## config.mk

```make
export PLATFORM = sky130hd
export DESIGN_NAME = ap_ctrl_multi_monitor_flat
export DESIGN_NICKNAME = d
export VERILOG_FILES = /design/src/rtl/ap_ctrl_multi_monitor_if.sv /design/src/rtl/ap_ctrl_multi_monitor.sv /design/src/flat_wrapper.sv
export SDC_FILE = /design/constraint.sdc
export NUM_CORES = 2
export LEC_CHECK = 0
export ABC_CLOCK_PERIOD_IN_PS = 4930
export CORE_MARGIN = 2
export CORE_UTILIZATION = 40
export CTS_CLUSTER_DIAMETER = 50
export DETAILED_ROUTE_END_ITERATION = 8
export PLACE_DENSITY_LB_ADDON = 0.08
export SYNTH_ARGS = -nofsm -noshare
export SYNTH_HDL_FRONTEND = slang
export SYNTH_SLANG_ARGS = --single-unit
```

## constraint.sdc

```tcl
create_clock -name clock -period 4.93 [get_ports clock]
set_input_delay 1.479 -clock clock [delete_from_list [all_inputs] [get_ports clock]]
set_output_delay 1.479 -clock clock [all_outputs]
set_load 0.01 [all_outputs]
```

## src/rtl/ap_ctrl_multi_monitor_if.sv

```systemverilog
// ap_ctrl_multi_monitor_if: per-channel ap_ctrl handshakes, status outputs and read port of the monitor
interface ap_ctrl_multi_monitor_if #(
  parameter int NUM_CH = 4,
  parameter int CNT_W  = 32
);
  localparam int CH_W = NUM_CH > 1 ? $clog2(NUM_CH) : 1;
  logic [NUM_CH-1:0] ap_start_i, ap_ready_i, ap_done_i, ap_continue_i;
  logic [NUM_CH-1:0] busy_o, err_o;
  logic              rd_en_i;
  logic [CH_W-1:0]   rd_ch_i;
  logic [2:0]        rd_sel_i;
  logic              rd_valid_o;
  logic [CNT_W-1:0]  rd_data_o;
  modport master (
    output ap_start_i, ap_ready_i, ap_done_i, ap_continue_i, rd_en_i, rd_ch_i, rd_sel_i,
    input  busy_o, err_o, rd_valid_o, rd_data_o
  );
  modport slave (
    input  ap_start_i, ap_ready_i, ap_done_i, ap_continue_i, rd_en_i, rd_ch_i, rd_sel_i,
    output busy_o, err_o, rd_valid_o, rd_data_o
  );
endinterface

```

## src/rtl/ap_ctrl_multi_monitor.sv

```systemverilog
// ap_ctrl_multi_monitor: per-channel ap_ctrl statistics and latency monitor; DF_MON_MINMAX_EN adds min/max latency
module ap_ctrl_multi_monitor #(
  parameter int NUM_CH    = 4,
  parameter int CNT_W     = 32,
  parameter int MAX_OUTST = 8
) (
  input logic                    clock,
  input logic                    reset_n,
  input logic                    finish_i,
  input logic                    clear_i,
  ap_ctrl_multi_monitor_if.slave mon
);
  localparam int AW = $clog2(MAX_OUTST);
  typedef enum logic [1:0] {IDLE = 2'd0, ACTIVE = 2'd1, STALLED = 2'd2} state_t;
  logic [CNT_W-1:0]  timer_q, timer_d;
  logic              frozen_q, frozen_d;
  logic [CNT_W-1:0]  ts_q [NUM_CH][MAX_OUTST];
  logic [AW-1:0]     wp_q [NUM_CH], wp_d [NUM_CH], rp_q [NUM_CH], rp_d [NUM_CH];
  logic [AW:0]       oc_q [NUM_CH], oc_d [NUM_CH];
  logic [CNT_W-1:0]  sc_q [NUM_CH], sc_d [NUM_CH], dc_q [NUM_CH], dc_d [NUM_CH];
  logic [CNT_W-1:0]  stc_q [NUM_CH], stc_d [NUM_CH], ll_q [NUM_CH], ll_d [NUM_CH], lat [NUM_CH];
  state_t            st_q [NUM_CH], st_d [NUM_CH];
  logic [NUM_CH-1:0] err_q, err_d, acc, cmp, stl, emp, ful, push, pop, vcmp;
  logic              rd_valid_q;
  logic [CNT_W-1:0]  rd_data_q, rd_d;
`ifdef DF_MON_MINMAX_EN
  logic [CNT_W-1:0]  mn_q [NUM_CH], mn_d [NUM_CH], mx_q [NUM_CH], mx_d [NUM_CH];
`endif
  // Events are masked while frozen or clearing so no statistic moves
  assign acc = (frozen_q || clear_i) ? '0 : mon.ap_start_i & mon.ap_ready_i;
  assign cmp = (frozen_q || clear_i) ? '0 : mon.ap_done_i & mon.ap_continue_i;
  assign stl = (frozen_q || clear_i) ? '0 : mon.ap_done_i & ~mon.ap_continue_i;
  assign timer_d = clear_i ? '0 : timer_q + CNT_W'(1);
  assign frozen_d = !clear_i && (frozen_q || finish_i);
  assign mon.err_o = err_q;
  assign mon.rd_valid_o = rd_valid_q;
  assign mon.rd_data_o = rd_data_q;
  for (genvar i = 0; i < NUM_CH; i++) begin : g_ch
    assign emp[i] = oc_q[i] == '0;
    assign ful[i] = oc_q[i] == (AW+1)'(MAX_OUTST);
    assign pop[i] = cmp[i] && !emp[i];
    // An accept completing in the same cycle on an empty FIFO is a zero-latency pass-through
    assign vcmp[i] = cmp[i] && (!emp[i] || acc[i]);
    assign push[i] = acc[i] && !(cmp[i] && emp[i]) && !(ful[i] && !pop[i]);
    assign lat[i] = emp[i] ? '0 : timer_q - ts_q[i][rp_q[i]];
    assign wp_d[i] = clear_i ? '0 : wp_q[i] + AW'(push[i]);
    assign rp_d[i] = clear_i ? '0 : rp_q[i] + AW'(pop[i]);
    assign oc_d[i] = clear_i ? '0 : oc_q[i] + (AW+1)'(push[i]) - (AW+1)'(pop[i]);
    assign sc_d[i] = clear_i ? '0 : sc_q[i] + CNT_W'(acc[i] && sc_q[i] != '1);
    assign dc_d[i] = clear_i ? '0 : dc_q[i] + CNT_W'(vcmp[i] && dc_q[i] != '1);
    assign stc_d[i] = clear_i ? '0 : stc_q[i] + CNT_W'(stl[i] && stc_q[i] != '1);
    assign ll_d[i] = clear_i ? '0 : vcmp[i] ? lat[i] : ll_q[i];
    assign err_d[i] = !clear_i && (err_q[i] || (cmp[i] && emp[i] && !acc[i]) || (acc[i] && ful[i] && !pop[i]));
    assign st_d[i] = clear_i ? IDLE :
                     st_q[i] == IDLE ? (push[i] ? ACTIVE : IDLE) :
                     vcmp[i] ? (oc_d[i] == '0 ? IDLE : ACTIVE) :
                     stl[i] ? STALLED : st_q[i];
    assign mon.busy_o[i] = st_q[i] != IDLE;
`ifdef DF_MON_MINMAX_EN
    assign mn_d[i] = clear_i ? '1 : (vcmp[i] && lat[i] < mn_q[i]) ? lat[i] : mn_q[i];
    assign mx_d[i] = clear_i ? '0 : (vcmp[i] && lat[i] > mx_q[i]) ? lat[i] : mx_q[i];
`endif
  end
  // Read mux looks at next-state values so a read returns the post-edge view
  always_comb begin
    rd_d = '0;
    if (int'(mon.rd_ch_i) < NUM_CH)
      case (mon.rd_sel_i)
        3'd0: rd_d = sc_d[mon.rd_ch_i];
        3'd1: rd_d = dc_d[mon.rd_ch_i];
        3'd2: rd_d = ll_d[mon.rd_ch_i];
        3'd3: rd_d = stc_d[mon.rd_ch_i];
`ifdef DF_MON_MINMAX_EN
        3'd4: rd_d = mn_d[mon.rd_ch_i];
        3'd5: rd_d = mx_d[mon.rd_ch_i];
`endif
        3'd6: rd_d = CNT_W'(oc_d[mon.rd_ch_i]);
        3'd7: rd_d = CNT_W'({st_d[mon.rd_ch_i], err_d[mon.rd_ch_i], st_d[mon.rd_ch_i] != IDLE});
        default: rd_d = '0;
      endcase
  end
  // All monitor state, timestamp FIFOs, channel FSMs and the read port
  always_ff @(posedge clock or negedge reset_n)
    if (!reset_n) begin
      timer_q <= '0;
      frozen_q <= 1'b0;
      err_q <= '0;
      rd_valid_q <= 1'b0;
      rd_data_q <= '0;
      for (int c = 0; c < NUM_CH; c++) begin
        wp_q[c] <= '0;
        rp_q[c] <= '0;
        oc_q[c] <= '0;
        sc_q[c] <= '0;
        dc_q[c] <= '0;
        stc_q[c] <= '0;
        ll_q[c] <= '0;
        st_q[c] <= IDLE;
`ifdef DF_MON_MINMAX_EN
        mn_q[c] <= '1;
        mx_q[c] <= '0;
`endif
        for (int k = 0; k < MAX_OUTST; k++) ts_q[c][k] <= '0;
      end
    end else begin
      timer_q <= timer_d;
      frozen_q <= frozen_d;
      err_q <= err_d;
      rd_valid_q <= mon.rd_en_i;
      if (mon.rd_en_i) rd_data_q <= rd_d;
      for (int c = 0; c < NUM_CH; c++) begin
        wp_q[c] <= wp_d[c];
        rp_q[c] <= rp_d[c];
        oc_q[c] <= oc_d[c];
        sc_q[c] <= sc_d[c];
        dc_q[c] <= dc_d[c];
        stc_q[c] <= stc_d[c];
        ll_q[c] <= ll_d[c];
        st_q[c] <= st_d[c];
`ifdef DF_MON_MINMAX_EN
        mn_q[c] <= mn_d[c];
        mx_q[c] <= mx_d[c];
`endif
        if (push[c]) ts_q[c][wp_q[c]] <= timer_q;
      end
    end
endmodule

```

## src/flat_wrapper.sv

```systemverilog
// flat-port wrapper written by rule: the top's interface ports become plain ports
module ap_ctrl_multi_monitor_flat 
#(
  parameter int NUM_CH    = 4,
  parameter int CNT_W     = 32,
  parameter int MAX_OUTST = 8
)
  (clock, reset_n, finish_i, clear_i, mon_ap_start_i, mon_ap_ready_i, mon_ap_done_i, mon_ap_continue_i, mon_rd_en_i, mon_rd_ch_i, mon_rd_sel_i, mon_busy_o, mon_err_o, mon_rd_valid_o, mon_rd_data_o);
  ap_ctrl_multi_monitor_if #(.NUM_CH(NUM_CH), .CNT_W(CNT_W)) mon_i ();
  input logic clock;
  input logic reset_n;
  input logic finish_i;
  input logic clear_i;
  input wire logic [$bits(mon_i.ap_start_i)-1:0] mon_ap_start_i;
  input wire logic [$bits(mon_i.ap_ready_i)-1:0] mon_ap_ready_i;
  input wire logic [$bits(mon_i.ap_done_i)-1:0] mon_ap_done_i;
  input wire logic [$bits(mon_i.ap_continue_i)-1:0] mon_ap_continue_i;
  input wire logic [$bits(mon_i.rd_en_i)-1:0] mon_rd_en_i;
  input wire logic [$bits(mon_i.rd_ch_i)-1:0] mon_rd_ch_i;
  input wire logic [$bits(mon_i.rd_sel_i)-1:0] mon_rd_sel_i;
  output wire logic [$bits(mon_i.busy_o)-1:0] mon_busy_o;
  output wire logic [$bits(mon_i.err_o)-1:0] mon_err_o;
  output wire logic [$bits(mon_i.rd_valid_o)-1:0] mon_rd_valid_o;
  output wire logic [$bits(mon_i.rd_data_o)-1:0] mon_rd_data_o;
  assign mon_i.ap_start_i = mon_ap_start_i;
  assign mon_i.ap_ready_i = mon_ap_ready_i;
  assign mon_i.ap_done_i = mon_ap_done_i;
  assign mon_i.ap_continue_i = mon_ap_continue_i;
  assign mon_i.rd_en_i = mon_rd_en_i;
  assign mon_i.rd_ch_i = mon_rd_ch_i;
  assign mon_i.rd_sel_i = mon_rd_sel_i;
  assign mon_busy_o = mon_i.busy_o;
  assign mon_err_o = mon_i.err_o;
  assign mon_rd_valid_o = mon_i.rd_valid_o;
  assign mon_rd_data_o = mon_i.rd_data_o;
  ap_ctrl_multi_monitor #(.NUM_CH(NUM_CH), .CNT_W(CNT_W), .MAX_OUTST(MAX_OUTST)) u_core (.clock(clock), .reset_n(reset_n), .finish_i(finish_i), .clear_i(clear_i), .mon(mon_i));
endmodule
```

==> impl_metrics.tcl <==
set metrics [dict create \
    status "complete, no violations" \
    hpwl_mm 216 \
    hold_viol 0 \
    vias 63200 \
    cts_num_sinks 1654 \
    antenna_found_initial 10 \
    worst_pin_slew_ps 1090 \
    clock_skew_ps 50.1 \
    critPathCaptureType "flip-flop" \
    crit_arrival_ps 5610 \
    grt.overflow.total 0 \
    boundaryPins 67 \
    path_clk_slew_ps 60 \
    slew_viol_final 0 \
    area_growth_pct 21.5 \
    grt_max_degree 154 \
    power.density_nw_per_um2 339 \
    path_max_fanout 7 \
    yosys-top-cells-area "dfrtp_1, mux2_2, mux4_2" \
    num_rows 169 \
    finalSetupViolCount 0 \
    critPathKind "reg -> reg" \
    synth.avg_cell_area_sq_um 11.6 \
    htreeDepth 4 \
    ys_seq_area_share_pct 48.6 \
    cts_tree "done" \
    ys.warnings.count 0 \
    die_area_sq_um 217000 \
    max-cap-violations 0 \
    die_h_um 465 \
    fin_util_pct 48.8 \
    fmax_mhz 206 \
    cts_buffers 215 \
    multi_input_area_sq_um 41900 \
    fillCellCount 19100 \
    finalCritPeriodShare_pct 98.3 \
    synth_top_area_cell "dfrtp_1" \
    ys_seq_elements 1654 \
    start_util_pct 40.2 \
    vdd_drop_max_v 0.000403 \
    start_kind "flip-flop" \
    async_flop_share_pct 100 \
    core_sq_um 212000 \
    hp-class "reg -> reg" \
    leakage_nw 47.8 \
    crit_required_ps 5700 \
    io_buffers 66 \
    layout.cells.non_filler 11100 \
    ys.flop_type "dfrtp_1" \
    worst_slack_ps 82.2 \
    wirelength_mm 300 \
    syn_inst 7352 \
    yosysTopAreaCellShare_pct 48.6 \
    drive_gt1_share_pct 32.2 \
    pre_cts_ws_ps -723 \
    gp_congestion 0.961 \
    postSynthNetCount 7587 \
    antenna_left 0 \
    period_needed_ps 4850 \
    firstDrtPassIters 6 \
    grt_pass1_vias 64200 \
    synth.distinct_cells 89 \
    first_iter_violations 5174 \
    nNetsFinal 8349 \
    dp.cells 10700 \
    root_buffer "clkbuf_16" \
    syn_area_sq_um 85100 \
    grt_usage_pct 27.7 \
    clock_latency_ps 900 \
    fp.dieW_um 465 \
    grt_pass1_wl_mm 444 \
    fin_hold_ws_ps 467 \
    synth_edf_count 0 \
    fin_setup_tns_ps 0 \
    slew-limit-headroom_pct 27.1 \
    routedWlPerCell_um 26.9 \
    viasPerCell 5.68 \
    cts.path.max_buffers 3 \
    drc 0 \
    final-seq-area_sq_um 41400 \
]
## power by group
group	internal [mW]	switching, mW	total (mW)
Combinational	1.91	2.77	4.68
Clock	9.82	6.58	16.4
Sequential	13.8	0.151	13.9
Total	25.5	9.50	35.0
## cell type report
type | instances | share of cell area [%]
Multi-Input combinational cell | 5128 | 40.5
Sequential cell | 1654 | 40.1
Timing Repair Buffer | 1036 | 8.40
Clock buffer | 286 | 5.77
Tap cell | 2821 | 3.41
Clock inverter | 113 | 1.51
Inverter | 79 | 0.287
Antenna cell | 8 | 0.0194
## worst max-delay path: stages (launching register included)
cell,delay [ps]
dfrtp_4,450
buf_4,210
mux4_2,530
mux2i_1,260
buf_4,200
ha_1,220
nor2b_1,140
o31a_1,250
o21ai_0,320
a31oi_1,240
a211oi_1,320
buf_4,180
buf_4,120
nor3_1,50
o41ai_1,320
buf_4,170
xnor2_1,150
a221oi_2,480
o41ai_2,100
## stage by stage
| stage | cell area, sq um | total power [mW] |
|---|---|---|
| after global routing | 103000 | 36.3 |
| after global placement | 95600 | 18.7 |
| final | 103000 | 35.0 |
| after CTS | 103000 | 35.3 |
| after detailed placement | 95600 | 18.7 |
| after floorplan | 85200 | 16.5 |
## routing by layer
| layer | up-vias | routed length [um] | GRT usage (%) |
|---|---|---|---|
| met5 | - | 0 | 0 |
| met2 | 1681 | 141000 | 44.9 |
| li1 | 28200 | - | - |
| met1 | 32900 | 133000 | 38.3 |
| met3 | 419 | 14000 | 3.39 |
| met4 | 0 | 11100 | 9.53 |
## registers in the layout, summed over array words and instances (netlist names)
register and flops:
u_core.ts_q 1024, u_core.mon.rd_valid_o 1, u_core.ll_q 128, u_core.mon.err_o 4
u_core.sc_q 128, u_core.timer_q 32, u_core.frozen_q 1, u_core.dc_q 128
u_core.oc_q 16, u_core.stc_q 128, u_core.rp_q 12, u_core.mon.rd_data_o 32
u_core.st_q 8, u_core.wp_q 12
## kinds of logic (layout without fill, tap and decap cells)
logic type,count (synthesis),after routing,share of synthesized area [%]
AO/OA/AOI/OAI,1036,1036,7.78
XOR/XNOR,463,463,4.76
adder cells (fa/ha/maj),209,209,3.14
buffers and inverters,570,1514,2.56
flip-flops,1654,1654,48.6
multiplexers,1339,1339,21.6
other,0,8,0
AND/OR/NAND/NOR,2081,2081,11.6
## final timing paths
check,startpoint,endpoint,slack [ps],depth (start not counted)
min in group asynchronous,reset_n,u_core.mon.err_o[0]$_DFF_PN0_,640,1
min,u_core.ll_q[88]$_DFF_PN0_,u_core.ll_q[88]$_DFF_PN0_,470,2
min reg2reg,u_core.ll_q[88]$_DFF_PN0_,u_core.ll_q[88]$_DFF_PN0_,470,2
max reg2reg,u_core.rp_q[0]$_DFF_PN0_,u_core.mon.rd_data_o[29]$_DFFE_PN0P_,80,18
max in group asynchronous,reset_n,u_core.ts_q[407]$_DFFE_PN0P_,2970,2
max,u_core.rp_q[0]$_DFF_PN0_,u_core.mon.rd_data_o[29]$_DFFE_PN0P_,80,18
## cell usage after synthesis, types with 74 or more instances
cell / count
nand4_1: 116
ha_1: 201
nor2b_1: 78
mux2i_1: 154
nor2_1: 612
mux2_2: 876
o21ai_0: 363
nand3_1: 222
nor3_1: 88
a21oi_1: 210
and3_1: 88
clkbuf_1: 406
xor2_1: 273
mux4_2: 309
nand2_1: 595
dfrtp_1: 1654
xnor2_1: 190
inv_1: 74
## timing repair
action	4_1_cts	5_1_grt
hold endpoints to repair	0	0
pin swaps	2	5
setup buffers	5	6
setup endpoints to repair	9	14
hold buffers	0	0
resized for setup	4	45
## cell usage in the layout, fill, tap and decap left out, types with 151 or more instances in the layout
master and count:
buf_4 910, nand3_1 214, dfrtp_1 1628, xor2_1 271
ha_1 201, mux2_2 876, mux2i_1 151, o21ai_0 355
clkbuf_16 215, nand2_1 586, nor2_1 609, mux4_2 309
a21oi_1 207, xnor2_1 185
Note: power is estimated with default switching activity, not from simulation.
